$ cat src/rtl/sig_chan_fifo.sv
// Multi-channel FIFO bridge: NCH independent first-word-fall-through queues of
// packed [LANES][W] words, each with its own handshake, occupancy, flush and
// drop accounting. BLOCKING selects backpressure or drop-on-full behaviour.
module sig_chan_fifo #(
    parameter int unsigned NCH      = 3,
    parameter int unsigned LANES    = 3,
    parameter int unsigned W        = 8,
    parameter int unsigned DEPTH    = 4,
    parameter bit          BLOCKING = 1'b1,
    localparam int unsigned LW      = $clog2(DEPTH + 1)
) (
    input  logic                      clk,
    input  logic                      rst,
    input  logic [NCH-1:0]            in_valid,
    output logic [NCH-1:0]            in_ready,
    input  logic [LANES-1:0][W-1:0]   in_data   [NCH],
    output logic [NCH-1:0]            out_valid,
    input  logic [NCH-1:0]            out_ready,
    output logic [LANES-1:0][W-1:0]   out_data  [NCH],
    input  logic [NCH-1:0]            flush,
    output logic [LW-1:0]             level     [NCH],
    output logic [15:0]               drop_cnt  [NCH],
    output logic [NCH-1:0]            drop_seen
);

    localparam int unsigned PW = $clog2(DEPTH);

    for (genvar c = 0; c < NCH; c++) begin : g_ch
        logic [LANES-1:0][W-1:0] mem [DEPTH];
        logic [PW-1:0]           rd_ptr;
        logic [PW-1:0]           wr_ptr;
        logic [LW-1:0]           lvl;
        logic [15:0]             dcnt;
        logic                    dseen;
        logic                    full;
        logic                    empty;
        logic                    push;
        logic                    pop;
        logic                    drop;

        // Status and handshake decode from registered occupancy only.
        always_comb begin
            full  = (lvl == LW'(DEPTH));
            empty = (lvl == '0);
            // A full channel never accepts, even if it pops this cycle.
            push  = in_valid[c] & in_ready[c] & ~full;
            pop   = ~empty & out_ready[c];
            drop  = ~BLOCKING & in_valid[c] & full;
        end

        // in_ready is forced high during reset so the producer sees a clean start.
        assign in_ready[c]  = rst ? 1'b1 : (BLOCKING ? ~full : 1'b1);
        assign out_valid[c] = ~empty;
        assign out_data[c]  = mem[rd_ptr];
        assign level[c]     = lvl;
        assign drop_cnt[c]  = dcnt;
        assign drop_seen[c] = dseen;

        // Pointer, occupancy and drop bookkeeping; flush outranks push/pop.
        always_ff @(posedge clk) begin
            if (rst || flush[c]) begin
                rd_ptr <= '0;
                wr_ptr <= '0;
                lvl    <= '0;
                dcnt   <= '0;
                dseen  <= 1'b0;
            end else begin
                if (push) wr_ptr <= wr_ptr + PW'(1);
                if (pop)  rd_ptr <= rd_ptr + PW'(1);
                lvl <= lvl + LW'(push) - LW'(pop);
                if (drop) begin
                    if (dcnt != 16'hFFFF) dcnt <= dcnt + 16'd1;
                    dseen <= 1'b1;
                end
            end
        end

        // Storage write; contents are not reset since pointers gate visibility.
        always_ff @(posedge clk) begin
            if (push && !flush[c] && !rst) mem[wr_ptr] <= in_data[c];
        end
    end

endmodule
$ cat config.mk
export PLATFORM = sky130hd
export DESIGN_NAME = sig_chan_fifo
export DESIGN_NICKNAME = d
export VERILOG_FILES = /design/src/rtl/sig_chan_fifo.sv
export SDC_FILE = /design/constraint.sdc
export NUM_CORES = 1
export LEC_CHECK = 0
export CORE_AREA = 2 2 178 180
export CTS_CLUSTER_DIAMETER = 40
export DETAILED_ROUTE_END_ITERATION = 12
export DIE_AREA = 0 0 180 182
export HOLD_SLACK_MARGIN = 0.1
export SLEW_MARGIN = 20
export SYNTH_ARGS = -nofsm -noshare
export SYNTH_HDL_FRONTEND = slang
export SYNTH_SLANG_ARGS = --single-unit
$ cat constraint.sdc
create_clock -name clk -period 3.2 [get_ports clk]
set_input_delay 0.64 -clock clk [delete_from_list [all_inputs] [get_ports clk]]
set_output_delay 0.64 -clock clk [all_outputs]
set_load 0.01 [all_outputs]
# Word level (Yosys, flattened, before mapping)
# Memories as Yosys holds them, arrays and structs flattened. A register that Yosys moved wholly into a read port is not among the register bits.
# Index checks and enable logic that the tools add are counted.
[classes]
n_eq_ne = 3
n_reduce_logical = 16
n_mux = 15
add_sub_neg = 12
bitwise = 15
[op_table]
columns = ["cell", "n"]
rows = [
  ["$add 2x1->2 const B", 6],
  ["$mux 2", 6],
  ["$add 3x1->3", 3],
  ["$and 1x1->1", 9],
  ["$eq 3x3->1 const B", 3],
  ["$logic_not 3->1", 3],
  ["$mux 1", 9],
  ["$sub 3x1->3", 3],
  ["$logic_and 1x1->1", 6],
  ["$not 1->1", 6],
  ["$logic_not 1->1", 4],
  ["$logic_or 1x1->1", 3],
]
[word_totals]
ramBits = 288
regBits = 21
word_cells = 73
n_memories = 3
inputBits = 83
output_inout_bits = 138
[memory_table]
columns = ["memory", "words", "width", "rd", "rd_ports_with_merged_regs", "wr", "line", "source"]
rows = [
  ["g_ch[0].mem", 4, 24, 1, 1, 1, "29", "logic [LANES-1:0][W-1:0] mem [DEPTH];"],
  ["g_ch[1].mem", 4, 24, 1, 1, 1, "29", ""],
  ["g_ch[2].mem", 4, 24, 1, 1, 1, "29", ""],
]

# Longest topological paths before layout
[depth]
word_depth = 9
mapped_depth = 11
depth_no_buf = 11

# Worst setup path after synthesis
# OpenSTA, ideal clock, no wires.
[synth_timing]
path_type = "register to register"
start = "register g_ch[0].lvl[2]"
end = "register g_ch[0].lvl[2]"
t_required_ns = 3.085
path_stages_with_launch = 12
t_arrival_ns = 2.259
path_slack_ns = 0.826
period_less_slack_ns = 2.374
setup_time_ns = 0.115
n_path_buf = 0
cell_sequence = "dfxtp_1 or3b_4 and2_4 inv_1 ha_1 inv_1 ha_1 inv_1 fa_1 xnor2_1 xnor2_1 and2_1"
[synth_via]
elab_chain_cells = 7
elab_cells_between_ends = 10
cone_classes = "add/sub (2); eq/ne (1); mux (1); bitwise (5); reduce/logical (1)"
[synth_rtl]
columns = ["item", "line", "source"]
rows = [
  ["start, declared", "32", "logic [LW-1:0] lvl;"],
  ["start signal, assigned", "70", "lvl <= lvl + LW'(push) - LW'(pop);"],
  ["$eq 3x3->1", "43", "full = (lvl == LW'(DEPTH));"],
  ["$not 1->1", "46, 52", ""],
  ["$mux 1", "52", "assign in_ready[c] = rst ? 1'b1 : (BLOCKING ? ~full : 1'b1);"],
  ["$and 1x1->1 (2 in series)", "46", "push = in_valid[c] & in_ready[c] & ~full;"],
  ["$add 3x1->3", "70", ""],
  ["$sub 3x1->3 *", "70", ""],
]
# Every way passes the cells marked *; elsewhere a longest branch is shown, timed or not.
# A chain may end at the register's enable or synchronous reset.

==> load_flow_metrics.sql <==
INSERT INTO impl_metrics (metric_group, metric, value, unit) VALUES
('setup_path', 'critPathRequiredTime', '2.56', 'ns'),
('pwr', 'power-per-cell-area', '612', 'nW/um^2'),
('timing', 'fin_skew', '0.0143', 'ns'),
('clock_network', 'cts-hold-fix-buffers', '0', ''),
('yosys', 'synth.yosys.seq_area_share', '75.2', '%'),
('routing', 'sum_of_routed_wire_length_over_all_layers', '22800', 'microns'),
('floorplan', 'rows', '65', ''),
('routing', 'first_drt_iteration_drcs', '278', ''),
('routing', 'detail-route-antenna-nets', '0', ''),
('clock_network', 'clock_latency', '0.52', 'ns'),
('yosys', 'post_synth_instance_area', '12200', 'sq um'),
('floorplan', 'chipHeight', '182', 'microns'),
('yosys', 'netlist_instances', '579', ''),
('final_layout', 'layout.cells.most_common', 'edfxtp_1', ''),
('pwr', 'irDropWorstVdd', '0.000406', 'V'),
('setup_path', 'cpPeakStageDelay', '0.60', 'ns'),
('floorplan', 'die_x', '180', 'microns'),
('setup_path', 'timing_worst_setup_path_type', 'reg2out', ''),
('placed_design', 'placement.setup.worst_slack', '0.377', 'ns'),
('global_route', 'grt_pass1_vias', '6291', ''),
('clock_network', 'cts_sinks', '315', ''),
('flow_run', 'max-cap-violations', '0', ''),
('setup_path', 'cp_max_fo', '24', ''),
('clock_network', 'clk_pin_slew', '0.05', 'ns'),
('yosys', 'post_synth_num_cell_types', '36', ''),
('timing', 'final_setup_margin', '0.210', 'ns'),
('final_layout', 'nets', '900', ''),
('pwr', 'power.leakage', '5.27', 'nW'),
('timing', 'setup-violations-final', '0', ''),
('yosys', 'postSynth.asyncResetShare', '0', '%'),
('final_layout', 'post-route-util', '51.2', '%'),
('clock_network', 'ctsHtreeMaxLevel', '2', ''),
('placed_design', 'placement.io_buffers', '169', ''),
('placed_design', 'detailedPlacementHpwl', '14500', 'microns'),
('clock_network', 'clockBufferDepth', '3', ''),
('setup_path', 'crit_path_top_delay_cell', 'mux4_2', ''),
('timing', 'min_period_over_period', '93.4', '%'),
('setup_path', 'critical-path-top-delay-family', 'buffers and inverters', ''),
('worst_hold_path', 'hold_class', 'reg2reg', ''),
('routing', 'routed-via-count', '5848', ''),
('setup_path', 'crit_path_cell_trace', 'buf_4 > mux4_2 > clkdlybuf4s50_1', ''),
('setup_path', 'critical_path.n_buffers_inverters', '2', ''),
('floorplan', 'start_util', '39.4', '%'),
('yosys', 'post_synth_edffs', '288', ''),
('yosys', 'dominantRegCellSynth', 'edfxtp_1', ''),
('clock_network', 'cts-root-buf', 'clkbuf_16', ''),
('status', 'outcome', 'finished, final reports clean', ''),
('setup_path', 'cp-end-kind', 'primary output', ''),
('setup_path', 'critPathArrivalTime', '2.35', 'ns'),
('routing', 'firstDrtPassIters', '4', ''),
('timing', 'fmax', '334', 'MHz'),
('clock_network', 'numCtsBuffers', '41', ''),
('global_route', 'gr-usage-all-layers', '13.8', '%'),
('placed_design', 'place.gp.congestion', '0.752', ''),
('yosys', 'ys_seq_elements', '315', ''),
('timing', 'timing.final.hold_violations', '0', ''),
('global_route', 'grt_first_pass_wirelength', '35200', 'microns'),
('final_layout', 'synthToLayoutAreaGrowth', '29.7', '%'),
('floorplan', 'top_ports', '221', ''),
('final_layout', 'most-common-layout-cells', 'edfxtp_1 (288), clkdlybuf4s50_1 (169), mux4_2 (72)', ''),
('setup_path', 'cp_startpoint_kind', 'flip-flop', ''),
('final_layout', 'n_antenna_cell', '0', ''),
('global_route', 'initial_antenna_violation_count', '0', ''),
('timing', 'timing.final.crit_period', '2.99', 'ns'),
('timing', 'timing_max_transition_violations_final', '0', ''),
('routing', 'wl_per_cell', '18.5', 'microns'),
('timing', 'rsz_0062_raised_after_global_routing', 'no', ''),
('routing', 'drc_violations_left', '0', ''),
('clock_network', 'cts_tree', 'built', ''),
('global_route', 'maximum_number_of_pins_on_one_net_before_global_route_repair', '25', ''),
('yosys', 'ys_warn_count', '0', ''),
('global_route', 'global_route.overflow_total', '0', ''),
('timing', 'final.setup.tns', '0', 'ns'),
('timing', 'holdWs', '0.505', 'ns'),
('routing', 'post_drt_via_cell_ratio', '4.75', ''),
('final_layout', 'drive_above_1_share', '21.4', '%'),
('yosys', 'synth.avg_cell_area', '21.1', 'sq um'),
('floorplan', 'core_region_area', '31000', 'sq um'),
('floorplan', 'floorplan.die_area', '32800', 'sq um');
==> power by group <==
| part | switching [W] | internal [W] |
|---|---|---|
| Clock | 0.00171 | 0.00286 |
| Sequential | 0.0000261 | 0.00455 |
| Combinational | 0.000251 | 0.000311 |
| Total | 0.00199 | 0.00771 |
==> layer usage <==
| metal | up-vias | track usage [%] | routed length, microns |
|---|---|---|---|
| li1 | 2662 | - | - |
| met1 | 2986 | 16.2 | 8880 |
| met2 | 163 | 25.2 | 12300 |
| met3 | 37 | 3.41 | 1220 |
| met4 | 0 | 3.87 | 411 |
| met5 | - | 0 | 0 |
==> logic make-up after synthesis <==
family / count (synthesis) / share of synthesized area [%]
DFF: 315 / 75.2
buffers and inverters: 87 / 4.70
muxes: 72 / 13.3
and+or+nand+nor: 57 / 2.81
adders and majority gates: 21 / 2.33
AOI/OAI and AO/OA: 14 / 0.809
xor gates and xnor gates: 12 / 0.860
other: 1 / 0.0307
==> timing repair <==
action / in CTS / in global routing
endpoints found under the setup margin: 0 / 10
setup buffers: 0 / 0
resized for setup: 0 / 1
==> cells in the mapped netlist, types with 2 or more instances <==
cell type    n  area, sq um
and2_1      10         62.6
and2_4       2         17.5
and3_1       8         50.1
buf_2        9         45.0
buf_4       51          383
buf_6        6         67.6
clkbuf_1     5         18.8
dfxtp_1     27          541
edfxtp_1   288         8650
fa_1         3         60.1
ha_1        18          225
inv_1       16         60.1
mux4_2      72         1620
nand2_1      6         22.5
nand4_1      4         25.0
nor2_1       3         11.3
nor3_1      12         60.1
o21ai_0      2         10.0
o21ai_1      4         20.0
o311ai_0     3         26.3
o31a_1       2         17.5
or2_2        2         12.5
or3_1        2         12.5
or3b_4       2         22.5
xnor2_1      9         78.8
xor2_1       3         26.3
==> layout make-up <==
cell class              count  area, sq um
clock buffers              47         1070
clock inverters            28          334
fillers                  2483        15100
inverters                  16         60.1
multi-input cells         227         2650
flip-flops and latches    315         9190
well taps                 402          503
repair buffers            195         2050
==> sequential cells by signal (all words and copies together) (netlist names), named ones only <==
register and cells:
g_ch.rd_ptr 6, g_ch.mem 288, g_ch.wr_ptr 6, g_ch.lvl 9
==> final timing paths <==
check,start,end,slack [ns],cells after the start
max,flip-flop,out_data[44],0.21,3
min,g_ch[2].wr_ptr[0],g_ch[2].wr_ptr[0],0.51,2
max reg2reg,g_ch[2].lvl[2],g_ch[2].lvl[2],0.75,11
min reg2reg,g_ch[2].wr_ptr[0],g_ch[2].wr_ptr[0],0.51,2
==> worst reg2reg max path, stage by stage (launching register included) <==
cell	delay [ns]
dfxtp_1	0.43
or3b_4	0.43
and2_4	0.19
inv_1	0.05
ha_1	0.21
inv_1	0.05
ha_1	0.13
inv_1	0.05
fa_1	0.37
xnor2_1	0.15
xnor2_1	0.13
and2_1	0.16
==> metrics by stage <==
step	cells	total power (W)	instance area [sq um]
4_1_cts	1230	0.00983	15900
6_report	1230	0.00970	15900
3_5_place_dp	1155	0.00523	14400
2_1_floorplan	629	0.00495	12400
5_1_grt	1230	0.0101	15900
3_3_place_gp	1155	0.00521	14400
(Power assumes the default switching activity.)
